===== src/rtl/sdram_word_bridge_if.sv =====
// CPU word-request / SDRAM half-word bus bundle for the word bridge.
interface sdram_word_bridge_if #(
    parameter int WADDR_W = 23
);
    logic               req_valid;
    logic               req_ready;
    logic               req_we;
    logic [WADDR_W-1:0] req_addr;
    logic [31:0]        req_wdata;
    logic               rsp_valid;
    logic [31:0]        rsp_rdata;
    logic               busy;
    logic               mem_we;
    logic [WADDR_W:0]   mem_addr;
    logic [15:0]        mem_wdata;
    logic [15:0]        mem_rdata;

    // Bridge view: consumes CPU requests, drives the controller side.
    modport slave (
        input  req_valid, req_we, req_addr, req_wdata, mem_rdata,
        output req_ready, rsp_valid, rsp_rdata, busy, mem_we, mem_addr, mem_wdata
    );

    // Requester / memory-model view.
    modport master (
        output req_valid, req_we, req_addr, req_wdata, mem_rdata,
        input  req_ready, rsp_valid, rsp_rdata, busy, mem_we, mem_addr, mem_wdata
    );
endinterface


===== src/rtl/sdram_word_bridge.sv =====
// Splits 32-bit word requests into low-then-high 16-bit controller
// transactions and reassembles read data into a one-cycle response.
//
// state  | meaning
// IDLE   | ready for a new word request
// LO     | low half-word held on the controller for PHASE_CYCLES
// HI     | high half-word held on the controller for PHASE_CYCLES
// RESP   | one-cycle rsp_valid pulse, not ready
module sdram_word_bridge #(
    parameter int PHASE_CYCLES = 2,
    parameter int WADDR_W      = 23
) (
    input logic                 clk,
    input logic                 reset,
    sdram_word_bridge_if.slave  bus
);
    localparam logic [1:0] S_IDLE = 2'd0;
    localparam logic [1:0] S_LO   = 2'd1;
    localparam logic [1:0] S_HI   = 2'd2;
    localparam logic [1:0] S_RESP = 2'd3;

    localparam logic [3:0] CNT_LAST = 4'(PHASE_CYCLES - 1);

    logic [1:0]         state_q, state_d;
    logic [3:0]         cnt_q, cnt_d;
    logic               we_q, we_d;
    logic [WADDR_W-1:0] addr_q, addr_d;
    logic [15:0]        whi_q, whi_d;
    logic               mem_we_q, mem_we_d;
    logic [WADDR_W:0]   mem_addr_q, mem_addr_d;
    logic [15:0]        mem_wdata_q, mem_wdata_d;
    logic               rsp_valid_q, rsp_valid_d;
    logic [31:0]        rsp_rdata_q, rsp_rdata_d;

    logic phase_last;
    assign phase_last = (cnt_q == CNT_LAST);

    // Next-state and controller-bus sequencing.
    always_comb begin
        state_d     = state_q;
        cnt_d       = cnt_q;
        we_d        = we_q;
        addr_d      = addr_q;
        whi_d       = whi_q;
        mem_we_d    = mem_we_q;
        mem_addr_d  = mem_addr_q;
        mem_wdata_d = mem_wdata_q;
        rsp_valid_d = 1'b0;
        rsp_rdata_d = rsp_rdata_q;
        case (state_q)
            S_IDLE: begin
                if (bus.req_valid) begin
                    we_d        = bus.req_we;
                    addr_d      = bus.req_addr;
                    whi_d       = bus.req_wdata[31:16];
                    mem_we_d    = bus.req_we;
                    mem_addr_d  = {bus.req_addr, 1'b0};
                    mem_wdata_d = bus.req_wdata[15:0];
                    cnt_d       = 4'd0;
                    state_d     = S_LO;
                end
            end
            S_LO: begin
                if (phase_last) begin
                    if (!we_q) rsp_rdata_d[15:0] = bus.mem_rdata;
                    mem_addr_d  = {addr_q, 1'b1};
                    mem_wdata_d = whi_q;
                    cnt_d       = 4'd0;
                    state_d     = S_HI;
                end else begin
                    cnt_d = cnt_q + 4'd1;
                end
            end
            S_HI: begin
                if (phase_last) begin
                    if (!we_q) rsp_rdata_d[31:16] = bus.mem_rdata;
                    mem_we_d    = 1'b0;
                    rsp_valid_d = 1'b1;
                    cnt_d       = 4'd0;
                    state_d     = S_RESP;
                end else begin
                    cnt_d = cnt_q + 4'd1;
                end
            end
            default: begin
                state_d = S_IDLE;
            end
        endcase
    end

    // State and output registers with synchronous reset.
    always_ff @(posedge clk) begin
        if (reset) begin
            state_q     <= S_IDLE;
            cnt_q       <= 4'd0;
            we_q        <= 1'b0;
            addr_q      <= '0;
            whi_q       <= 16'd0;
            mem_we_q    <= 1'b0;
            mem_addr_q  <= '0;
            mem_wdata_q <= 16'd0;
            rsp_valid_q <= 1'b0;
            rsp_rdata_q <= 32'd0;
        end else begin
            state_q     <= state_d;
            cnt_q       <= cnt_d;
            we_q        <= we_d;
            addr_q      <= addr_d;
            whi_q       <= whi_d;
            mem_we_q    <= mem_we_d;
            mem_addr_q  <= mem_addr_d;
            mem_wdata_q <= mem_wdata_d;
            rsp_valid_q <= rsp_valid_d;
            rsp_rdata_q <= rsp_rdata_d;
        end
    end

    assign bus.req_ready = (state_q == S_IDLE);
    assign bus.busy      = (state_q != S_IDLE);
    assign bus.mem_we    = mem_we_q;
    assign bus.mem_addr  = mem_addr_q;
    assign bus.mem_wdata = mem_wdata_q;
    assign bus.rsp_valid = rsp_valid_q;
    assign bus.rsp_rdata = rsp_rdata_q;
endmodule


===== src/flat_wrapper.sv =====
// flat-port wrapper written by rule: the top's interface ports become plain ports
module sdram_word_bridge_flat 
#(
    parameter int PHASE_CYCLES = 2,
    parameter int WADDR_W      = 23
)
  (clk, reset, bus_req_valid, bus_req_we, bus_req_addr, bus_req_wdata, bus_mem_rdata, bus_req_ready, bus_rsp_valid, bus_rsp_rdata, bus_busy, bus_mem_we, bus_mem_addr, bus_mem_wdata);
  sdram_word_bridge_if #(.WADDR_W(WADDR_W)) bus_i ();
  input logic clk;
  input logic reset;
  input wire logic [$bits(bus_i.req_valid)-1:0] bus_req_valid;
  input wire logic [$bits(bus_i.req_we)-1:0] bus_req_we;
  input wire logic [$bits(bus_i.req_addr)-1:0] bus_req_addr;
  input wire logic [$bits(bus_i.req_wdata)-1:0] bus_req_wdata;
  input wire logic [$bits(bus_i.mem_rdata)-1:0] bus_mem_rdata;
  output wire logic [$bits(bus_i.req_ready)-1:0] bus_req_ready;
  output wire logic [$bits(bus_i.rsp_valid)-1:0] bus_rsp_valid;
  output wire logic [$bits(bus_i.rsp_rdata)-1:0] bus_rsp_rdata;
  output wire logic [$bits(bus_i.busy)-1:0] bus_busy;
  output wire logic [$bits(bus_i.mem_we)-1:0] bus_mem_we;
  output wire logic [$bits(bus_i.mem_addr)-1:0] bus_mem_addr;
  output wire logic [$bits(bus_i.mem_wdata)-1:0] bus_mem_wdata;
  assign bus_i.req_valid = bus_req_valid;
  assign bus_i.req_we = bus_req_we;
  assign bus_i.req_addr = bus_req_addr;
  assign bus_i.req_wdata = bus_req_wdata;
  assign bus_i.mem_rdata = bus_mem_rdata;
  assign bus_req_ready = bus_i.req_ready;
  assign bus_rsp_valid = bus_i.rsp_valid;
  assign bus_rsp_rdata = bus_i.rsp_rdata;
  assign bus_busy = bus_i.busy;
  assign bus_mem_we = bus_i.mem_we;
  assign bus_mem_addr = bus_i.mem_addr;
  assign bus_mem_wdata = bus_i.mem_wdata;
  sdram_word_bridge #(.PHASE_CYCLES(PHASE_CYCLES), .WADDR_W(WADDR_W)) u_core (.clk(clk), .reset(reset), .bus(bus_i));
endmodule

===== config.mk =====
export PLATFORM = sky130hd
export DESIGN_NAME = sdram_word_bridge_flat
export DESIGN_NICKNAME = d
export VERILOG_FILES = /design/src/rtl/sdram_word_bridge_if.sv /design/src/rtl/sdram_word_bridge.sv /design/src/flat_wrapper.sv
export SDC_FILE = /design/constraint.sdc
export NUM_CORES = 1
export LEC_CHECK = 0
export BUFFER_PORTS_ARGS = -buffer_cell sky130_fd_sc_hd__buf_4
export CAP_MARGIN = 40
export CORE_MARGIN = 5
export CORE_UTILIZATION = 42
export CTS_CLUSTER_SIZE = 20
export DETAILED_ROUTE_END_ITERATION = 6
export PLACE_DENSITY = 0.71
export SKIP_LAST_GASP = 1
export SLEW_MARGIN = 40
export SYNTH_ARGS = -nofsm -noshare
export SYNTH_HDL_FRONTEND = slang
export SYNTH_SLANG_ARGS = --single-unit

===== constraint.sdc =====
create_clock -name clk -period 5.05 [get_ports clk]
set_clock_uncertainty 0.05 [all_clocks]
set_input_delay 0.505 -clock clk [delete_from_list [all_inputs] [get_ports clk]]
set_output_delay 0.505 -clock clk [all_outputs]
set_load 0.005 [all_outputs]

==> results.ini <==
[worst_setup_path]
max_stage_delay_ps=570
crit_fanout=39
cp.arrival_ps=2690
start_kind=flop
cp-end-kind=flop
critical_path_class=flop to flop
slowest_stage=a211o_4
required_ps=5300
crit_chain=inv_1 -> ha_1 -> nor2b_1 -> a211o_4 -> mux2_2

[synth]
yosys.cell_count.top_type=dfxtp_1
netlist_area_sq_um=5260
yosysSeqAreaShare=0.456
synth_edf_count=0
synth_top_area_share=0.456
synth_area_leader_cell=dfxtp_1
synth_cell_types=35
synth_nets=684
ys_warn_count=0
synth_area_leaders=dfxtp_1, mux2i_1, a21oi_1
synth-seq-cells=120
async_flop_share=0
syn_avg_cell_area_sq_um=8.73
synth_common_cells=dfxtp_1, nand2_1, a21oi_1
synth_ff_type=dfxtp_1
netlist_instances=603

[sta]
setup_viol=0
min_period_over_period=0.484
fmax_mhz=409
slew_headroom=0.569
finalHoldViolCount=0
min_period_ps=2440
fin_tns_setup_ps=0
maxSlewViolCount=0
rsz0062_at_grt=no
fin_ws_ps=2610
worst_pin_slew_ps=646

[clocking]
cts_setup_buffers=0
cts.sink_count=120
clock_latency_ps=410
cts-resized-gates=0
cts_made_buffers=17
cts_tree=done
cts_hold_buf=0
path_clk_slew_ps=50
root_buffer=clkbuf_16
h-tree-depth=4
clockBufferDepth=2

[placement]
place_ws_ps=2410
port_buffers=150
dp_hpwl_um=9700
place.gp.congestion=0.784

[drt]
wl_per_cell_um=15.5
postRouteAntennaNets=0
wl_um=14100
vias=4669
drc=0
drt_pass1_iterations=6
drt_iter0_drc=428
viasPerCell=5.14

[floorplan]
dieHeight_um=122
pin_count=151
initial_utilization=0.433
dieArea_sq_um=14900
row_count=40
core_sq_um=12200
die_w_um=122

[power_and_ir_drop]
peakVddDrop_mv=0.306
pwr_density_cell_nw_per_um2=528
leakage_uw=0.00296
power_uw=3720

[grt]
overflow=0
first_global_vias=4667
grt_util_all_layers=0.192
antenna_found_initial=0
grt_max_degree=61
grt_pass1_wl_um=22700

[outcome]
outcome=finished, final reports clean

[cells_and_area]
syn_to_final_growth_pct=33.9
nFillCells=1078
diodes=0
nNetsFinal=808
drive_gt1_frac=0.312

[job]
drv_cap=0

[worst_hold_path]
hold_class=primary input to flop

==> critical path: cells and delay by family, from the launching register on <==
kind,cells,cell delay (ps)
compound gates,1,570
simple gates,1,510
mux,1,410
flops,1,340
fa+ha+maj,1,310
buf+inv,1,120
==> state kept, by name, summed over array words and instances (netlist names) <==
register and flops:
u_core.bus.rsp_valid 1, u_core.bus.mem_addr 24, u_core.bus.rsp_rdata 32, u_core.cnt_q 4, u_core.bus.mem_we 1, u_core.state_q 2, u_core.bus.mem_wdata 16, u_core.whi_q 16
u_core.addr_q 23, u_core.we_q 1
==> logic make-up after synthesis <==
logic type,after synthesis,synth area share
flip-flops,120,0.456
AO/OA/AOI/OAI,122,0.120
AND/OR/NAND/NOR,219,0.199
multiplexers,79,0.167
buffers and inverters,57,0.0435
adder cells (fa/ha/maj),6,0.0143
==> final timing paths <==
kind | start | end | slack, ps | cells after the start
max | u_core.state_q[1]$_SDFFE_PP0P_ | u_core.bus.mem_addr[21]$_SDFFE_PP0P_ | 2610 | 5
min | bus_req_addr[3] | u_core.addr_q[3]$_SDFFE_PP0P_ | 300 | 3
max reg2reg | u_core.state_q[1]$_SDFFE_PP0P_ | u_core.bus.mem_addr[21]$_SDFFE_PP0P_ | 2610 | 5
min reg2reg | u_core.addr_q[14]$_SDFFE_PP0P_ | u_core.addr_q[14]$_SDFFE_PP0P_ | 400 | 2
==> metal layers <==
metal | global-route usage | routed length, um
met1 | 0.228 | 6010
met2 | 0.305 | 6350
met3 | 0.0910 | 1570
met4 | 0.0679 | 165
met5 | 0 | 0
==> metrics by stage <==
stage	utilization	area, sq um	hold WS, ps	cells
global placement	0.530	6450	391	875
detailed placement	0.533	6480	398	876
finish	0.580	7050	297	908
CTS	0.579	7040	271	908
floorplan	-	5260	386	603
global route	0.580	7050	283	908
==> placed cells by master (no fill, tap or decap), types with 4 or more instances in the layout <==
| cell type | n |
|---|---|
| a21oi_1 | 78 |
| mux2_2 | 29 |
| clkbuf_16 | 17 |
| clkbuf_8 | 4 |
| clkinv_2 | 5 |
| o21ai_0 | 37 |
| nor2_1 | 41 |
| inv_1 | 6 |
| nand2b_1 | 4 |
| ha_1 | 4 |
| buf_4 | 155 |
| nand2_1 | 81 |
| nor2b_1 | 45 |
| mux2_4 | 10 |
| dfxtp_1 | 120 |
| nand3_1 | 34 |
| mux2i_1 | 40 |
==> report_power, final <==
group          switching, uW  internal [uW]  total [uW]
combinational            659            658        1320
sequential               118           1150        1270
clock                    411            723        1130
total                   1190           2530        3720
==> layout make-up <==
cell class / instances / area, sq um / share of cell area
clock buffers: 24 / 492 / 0.0698
clock inverters: 8 / 70.1 / 0.00994
inverters: 6 / 22.5 / 0.00320
multi-input cells: 426 / 2670 / 0.378
flip-flops and latches: 120 / 2400 / 0.341
well taps: 168 / 210 / 0.0298
repair buffers: 156 / 1180 / 0.168
Power figures use the tool's default switching activity.
